$ cat src/rtl/tiger_muldiv_unit.sv
// tiger_muldiv_unit
//   Iterative MIPS multiply/divide unit with HI/LO registers. It sits in the
//   execute stage and holds its instruction there, through stallRq, until the
//   product or quotient/remainder has been committed to HI/LO.
//
//   Optional feature macro: TIGER_MULDIV_FASTMUL_EN
//     When defined, MULT/MULTU complete in one cycle through an array
//     multiplier and stall only in the start cycle. DIV/DIVU stay iterative.
//
// Ports
//   clk      in   system clock, rising edge
//   reset_n  in   asynchronous active-low reset
//   start    in   valid muldiv op in execute
//   op       in   0 MULT, 1 MULTU, 2 DIV, 3 DIVU, 4 MTHI, 5 MTLO, 6/7 ignored
//   opA      in   forwarded rs value
//   opB      in   forwarded rt value
//   stallEx  in   execute stage stalled
//   clearEx  in   execute stage bubble, op is void this cycle
//   stallRq  out  stall request to the stall logic (combinational)
//   busy     out  iterating (CALC)
//   hi, lo   out  HI / LO registers
//
// state | meaning
// IDLE  | waiting for an op; latches operands on a long op
// CALC  | one multiply/divide iteration per cycle
// DONE  | result committed; hold until the instruction leaves execute
module tiger_muldiv_unit #(
  parameter int DIV_ITERS = 32
) (
  input  logic        clk,
  input  logic        reset_n,
  input  logic        start,
  input  logic [2:0]  op,
  input  logic [31:0] opA,
  input  logic [31:0] opB,
  input  logic        stallEx,
  input  logic        clearEx,
  output logic        stallRq,
  output logic        busy,
  output logic [31:0] hi,
  output logic [31:0] lo
);

  localparam int CW = (DIV_ITERS > 1) ? $clog2(DIV_ITERS) : 1;
  localparam logic [CW-1:0] LAST_ITER = CW'(DIV_ITERS - 1);

  typedef enum logic [1:0] {IDLE, CALC, DONE} state_t;

  state_t        state;
  logic [CW-1:0] count;
  logic [63:0]   acc;      // mul: {partial product, multiplier}; div: {remainder, dividend/quotient}
  logic [31:0]   divisor;  // multiplicand magnitude or divisor magnitude
  logic          isDiv;
  logic          resNeg;
  logic          remNeg;
  logic          divZero;

  logic        go;
  logic        isLong;
  logic        isDivOp;
  logic        isSigned;
  logic [31:0] magA;
  logic [31:0] magB;

  assign go       = start && !clearEx;
  assign isLong   = !op[2];
  assign isDivOp  = op[1];
  assign isSigned = !op[0];
  assign magA     = (isSigned && opA[31]) ? -opA : opA;
  assign magB     = (isSigned && opB[31]) ? -opB : opB;

  assign stallRq = ((state == IDLE) && go && isLong) || (state == CALC);
  assign busy    = (state == CALC);

`ifdef TIGER_MULDIV_FASTMUL_EN
  logic signed [32:0] fastA;
  logic signed [32:0] fastB;
  logic signed [65:0] fastFull;
  assign fastA    = {isSigned & opA[31], opA};
  assign fastB    = {isSigned & opB[31], opB};
  assign fastFull = fastA * fastB;
`endif

  // One iteration step. With a zero divisor every trial subtract succeeds,
  // so the quotient fills with ones and the remainder rebuilds the dividend
  // magnitude; after sign correction HI therefore equals opA.
  logic [32:0] mulSum;
  logic [32:0] remShift;
  logic [33:0] diff;
  logic [63:0] accNext;
  logic [63:0] prodFinal;
  logic [31:0] quoFinal;
  logic [31:0] remFinal;

  always_comb begin
    mulSum   = {1'b0, acc[63:32]} + {1'b0, (acc[0] ? divisor : 32'd0)};
    remShift = {acc[63:32], acc[31]};
    diff     = {1'b0, remShift} - {2'b00, divisor};
    accNext  = {mulSum, acc[31:1]};
    if (isDiv) begin
      if (!diff[33]) accNext = {diff[31:0], acc[30:0], 1'b1};
      else           accNext = {remShift[31:0], acc[30:0], 1'b0};
    end
    prodFinal = resNeg ? -accNext : accNext;
    quoFinal  = divZero ? 32'hFFFF_FFFF : (resNeg ? -accNext[31:0] : accNext[31:0]);
    remFinal  = remNeg ? -accNext[63:32] : accNext[63:32];
  end

  always_ff @(posedge clk or negedge reset_n) begin
    if (!reset_n) begin
      state   <= IDLE;
      count   <= '0;
      acc     <= '0;
      divisor <= '0;
      isDiv   <= 1'b0;
      resNeg  <= 1'b0;
      remNeg  <= 1'b0;
      divZero <= 1'b0;
      hi      <= '0;
      lo      <= '0;
    end else begin
      case (state)
        IDLE: begin
          if (go && isLong) begin
`ifdef TIGER_MULDIV_FASTMUL_EN
            if (!isDivOp) begin
              {hi, lo} <= fastFull[63:0];
              state    <= DONE;
            end else begin
`else
            begin
`endif
              acc     <= {32'd0, (isDivOp ? magA : magB)};
              divisor <= isDivOp ? magB : magA;
              isDiv   <= isDivOp;
              resNeg  <= isSigned && (opA[31] ^ opB[31]);
              remNeg  <= isSigned && isDivOp && opA[31];
              divZero <= isDivOp && (opB == 32'd0);
              count   <= '0;
              state   <= CALC;
            end
          end else if (go && op == 3'd4) begin
            hi    <= opA;
            state <= DONE;
          end else if (go && op == 3'd5) begin
            lo    <= opA;
            state <= DONE;
          end
        end
        CALC: begin
          acc   <= accNext;
          count <= count + 1'b1;
          if (count == LAST_ITER) begin
            if (isDiv) begin
              lo <= quoFinal;
              hi <= remFinal;
            end else begin
              {hi, lo} <= prodFinal;
            end
            state <= DONE;
          end
        end
        DONE: begin
          // Same instruction is still in execute while stalled; do not restart.
          if (!stallEx) state <= IDLE;
        end
        default: state <= IDLE;
      endcase
    end
  end

endmodule

$ cat config.mk
export PLATFORM = sky130hd
export DESIGN_NAME = tiger_muldiv_unit
export DESIGN_NICKNAME = d
export VERILOG_FILES = /design/src/rtl/tiger_muldiv_unit.sv
export SDC_FILE = /design/constraint.sdc
export NUM_CORES = 1
export LEC_CHECK = 0
export BUFFER_PORTS_ARGS = -buffer_cell sky130_fd_sc_hd__buf_2
export CAP_MARGIN = 10
export CORE_MARGIN = 5
export CORE_UTILIZATION = 30
export CTS_BUF_LIST = sky130_fd_sc_hd__clkbuf_4
export DETAILED_ROUTE_END_ITERATION = 16
export GPL_ROUTABILITY_DRIVEN = 0
export PLACE_DENSITY_LB_ADDON = 0.05
export SLEW_MARGIN = 20
export SYNTH_ARGS = -nofsm -noshare
export SYNTH_HDL_FRONTEND = slang
export SYNTH_SLANG_ARGS = --single-unit
$ cat constraint.sdc
create_clock -name clk -period 4.5 [get_ports clk]
set_input_delay 0.45 -clock clk [delete_from_list [all_inputs] [get_ports clk]]
set_output_delay 0.45 -clock clk [all_outputs]
set_load 0.02 [all_outputs]
==> results.py <==
metrics = {
    "outcome": {
        "status": "finished, final reports clean",
    },
    "placed_design": {
        "io_buffers": 137,
        "hpwlAfterDp_mm": 62.1,
        "place_worst_setup_slack_ns": -0.0785,
    },
    "flow_run": {
        "maxCapViolations": 0,
    },
    "synthesis": {
        "ys_async_sr_fraction": 1.00,
        "synth.distinct_cells": 95,
        "synth_compound_area_frac": 0.273,
        "synth_fa_ha_area_frac": 0.0572,
        "synthFlopType": "dfrtp_1",
        "synth_top_family_by_area": "compound AO/OA/AOI/OAI gates",
        "avgSynthCellArea_um2": 7.51,
        "seq_area_frac_synth": 0.267,
        "syn-cell-area_um2": 16000,
        "ys_ff_latch": 171,
        "muxShareOfSynthArea": 0.0321,
        "synth-edff-count": 0,
        "synth-simple-area-share": 0.244,
        "syn_inst": 2131,
        "synth_xor_area_frac": 0.0783,
        "syn_nets": 2275,
        "yosys_warnings": 0,
    },
    "sta": {
        "holdWs_ns": 0.0697,
        "finalSetupViolCount": 0,
        "rsz0062_at_grt": "yes",
        "relSlewSlack": 0.301,
        "period_needed_ns": 4.41,
        "worst_clock_skew_ns": 0.0328,
        "timing.fmax_mhz": 227,
        "finalHoldViolations": 0,
        "worst_pin_slew_ns": 1.05,
        "slew_violations": 0,
        "fin_ws_ns": 0.0939,
        "fin_crit_sh": 0.979,
    },
    "clock_tree": {
        "clock-sinks": 171,
        "clock_path_buffers": 2,
        "insertion_delay_ns": 0.78,
        "cts_tree": "yes",
        "cts_buffers": 17,
        "clk_pin_slew_ns": 0.18,
        "h-tree-depth": 4,
        "cts-root-buf": "clkbuf_4",
    },
    "min_path": {
        "min_from": "op[2]",
        "holdPathStages": 4,
        "hold_path_end": "state[1]",
        "min_path_type": "input port to flop",
    },
    "grt": {
        "grt_pass1_wl_mm": 112,
        "grt.total_usage": 0.262,
        "grt_max_degree": 84,
        "grt_pass1_vias": 16700,
        "antenna_found_initial": 4,
        "overflow": 0,
    },
    "routing": {
        "drtIter0Drc": 1339,
        "vias_per_cell": 5.58,
        "wl_per_cell_um": 24.8,
        "drc": 0,
        "totalWireLength_mm": 78.2,
        "num_vias": 17600,
        "drt_pass1_iterations": 5,
        "ant_nets": 0,
    },
    "critical_path": {
        "r2r-end": "hi[17]",
        "crit_chain": "and2_1 -> ha_2 -> fa_2 -> a21o_1 -> a221o_1 -> a22o_4 -> nor3_2 -> nor3_1 -> or3_1 -> or4b_4 -> or3_4 -> a211oi_2 -> o22ai_2 -> xor2_1 -> o221ai_1",
        "cp_slowest_cell": "or4b_4",
        "rrSetupSlack_ns": 0.09,
        "rr_worst_depth": 15,
        "critPathKind": "flop to flop",
        "critical_path.max_stage_delay_ns": 0.52,
        "path_buf_inv": 0,
        "r2r_start": "divisor[0]",
        "required_ns": 5.14,
        "crit_fanout": 4,
        "crit_arrival_ns": 5.05,
        "endpoint_kind": "flop",
        "critPathTopFamily": "simple AND/OR/NAND/NOR gates",
        "startpoint_type": "flop",
    },
    "floorplanning": {
        "core-area_um2": 52700,
        "num_rows": 84,
        "die-area_um2": 58100,
        "io_pins": 138,
        "start_util": 0.304,
        "fp.dieW_um": 241,
        "die_h_um": 241,
    },
    "cells_and_area": {
        "drive_gt1_frac": 0.233,
        "synthToLayoutAreaGrowth_pct": 25.7,
        "layout.nets": 2586,
    },
    "power_and_ir_drop": {
        "power.leakage_nw": 8.71,
        "pwr_density_cell_nw_per_um2": 971,
        "peakVddDrop_mv": 0.419,
    },
}
## power breakdown
group	switching, mW	internal [mW]	leakage (nW)
Clock	0.710	0.358	0.159
Sequential	0.683	2.26	2.09
Combinational	9.32	6.19	6.46
## flip-flops by register name, indices dropped and copies added (netlist names)
register	count
acc	64
lo	32
count	5
hi	32
divisor	32
resNeg	1
state	2
isDiv	1
divZero	1
remNeg	1
## per-stage QoR
| step | std cells | setup TNS [ns] | instance area [µm²] | total power [mW] | util |
|---|---|---|---|---|---|
| global route | 3147 | -0.201 | 20100 | 20.8 | 0.382 |
| detailed placement | 3083 | -0.314 | 19100 | 17.6 | 0.363 |
| finish | 3150 | 0 | 20100 | 19.5 | 0.382 |
| CTS | 3126 | -0.0184 | 19500 | 18.8 | 0.371 |
| floorplan | 2131 | 0 | 16100 | 11.1 | - |
| global placement | 3083 | -0.0215 | 19100 | 17.6 | 0.363 |
## worst reg2reg max path, stage by stage, from the launching register on
cell	delay [ns]
dfrtp_1	0.47
and2_1	0.18
ha_2	0.18
fa_2	0.34
a21o_1	0.18
a221o_1	0.37
a22o_4	0.31
nor3_2	0.12
nor3_1	0.07
or3_1	0.34
or4b_4	0.52
or3_4	0.41
a211oi_2	0.18
o22ai_2	0.11
xor2_1	0.30
o221ai_1	0.17
## how the worst max path moves through the flow
stage              to   startpoint  depth (start not counted)
6_report       hi[17]   divisor[0]                         15
2_1_floorplan  hi[30]   divisor[1]                         21
3_3_place_gp   hi[31]      acc[39]                         22
3_5_place_dp   hi[24]      acc[39]                         20
5_1_grt        hi[26]  divisor[29]                         23
4_1_cts        hi[26]      acc[62]                         23
## cell usage in the layout (no fill, tap or decap), types with 19 or more instances in the layout
master / netlist / layout
ha_1: 70 / 55
o21ai_0: 201 / 191
xnor2_1: 78 / 77
clkbuf_4: 0 / 19
nand2_1: 310 / 308
nand3_1: 38 / 38
a21o_1: 28 / 28
nor2b_1: 22 / 21
dfrtp_1: 171 / 163
nor4_1: 28 / 21
nor2_1: 199 / 195
buf_2: 22 / 135
a31oi_1: 58 / 56
a21oi_1: 169 / 156
and2_1: 43 / 42
buf_4: 4 / 255
o21ai_1: 17 / 23
and3_1: 22 / 20
inv_1: 68 / 63
mux2i_1: 41 / 41
xor2_1: 65 / 65
o211ai_1: 19 / 19
nor3_1: 46 / 40
nand4_1: 26 / 26
o221ai_1: 37 / 37
## metal layers
metal  routed length [µm]  vias to the layer above  global-route usage
li1                     -                     8386                   -
met4                 3030                        0              0.0942
met1                33800                     8591               0.342
met3                 3430                      115              0.0393
met2                38000                      478               0.442
met5                    0                        -                   0
## Yosys cell counts, types with 17 or more instances
| cell type | instances | area (µm²) |
|---|---|---|
| a211oi_1 | 17 | 128 |
| a21o_1 | 28 | 210 |
| a21oi_1 | 169 | 846 |
| a31oi_1 | 58 | 363 |
| and2_1 | 43 | 269 |
| and3_1 | 22 | 138 |
| buf_2 | 22 | 110 |
| clkbuf_1 | 80 | 300 |
| dfrtp_1 | 171 | 4280 |
| ha_1 | 70 | 876 |
| inv_1 | 68 | 255 |
| mux2i_1 | 41 | 410 |
| nand2_1 | 310 | 1160 |
| nand3_1 | 38 | 190 |
| nand4_1 | 26 | 163 |
| nor2_1 | 199 | 747 |
| nor2b_1 | 22 | 138 |
| nor3_1 | 46 | 230 |
| nor4_1 | 28 | 175 |
| o211ai_1 | 19 | 143 |
| o21ai_0 | 201 | 1010 |
| o21ai_1 | 17 | 85.1 |
| o221ai_1 | 37 | 324 |
| o31ai_1 | 17 | 128 |
| xnor2_1 | 78 | 683 |
| xor2_1 | 65 | 569 |
## cells by family (layout without fill, tap and decap cells)
group / Yosys count / in the layout
and+or+nand+nor: 821 / 821
adders and majority gates: 72 / 72
muxes: 50 / 50
AOI/OAI and AO/OA: 681 / 681
DFF: 171 / 171
xor gates and xnor gates: 143 / 143
buffers and inverters: 193 / 517
other: 0 / 7
## cell type report
type / instances / area, µm²
Antenna cell: 7 / 17.5
Timing Repair Buffer: 415 / 2910
Fill cell: 5615 / 32500
Sequential cell: 171 / 4290
Inverter: 70 / 263
Clock buffer: 19 / 143
Tap cell: 688 / 861
Multi-Input combinational cell: 1767 / 11500
Clock inverter: 13 / 159
## repair_timing
action | in CTS | in global routing
hold buffers | 9 | 0
resized for setup | 9 | 99
setup buffers | 2 | 18
pin swaps | 8 | 49
endpoints found under the setup margin | 10 | 26
endpoints found under the hold margin | 91 | 0
Note: power is estimated with default switching activity, not from simulation.
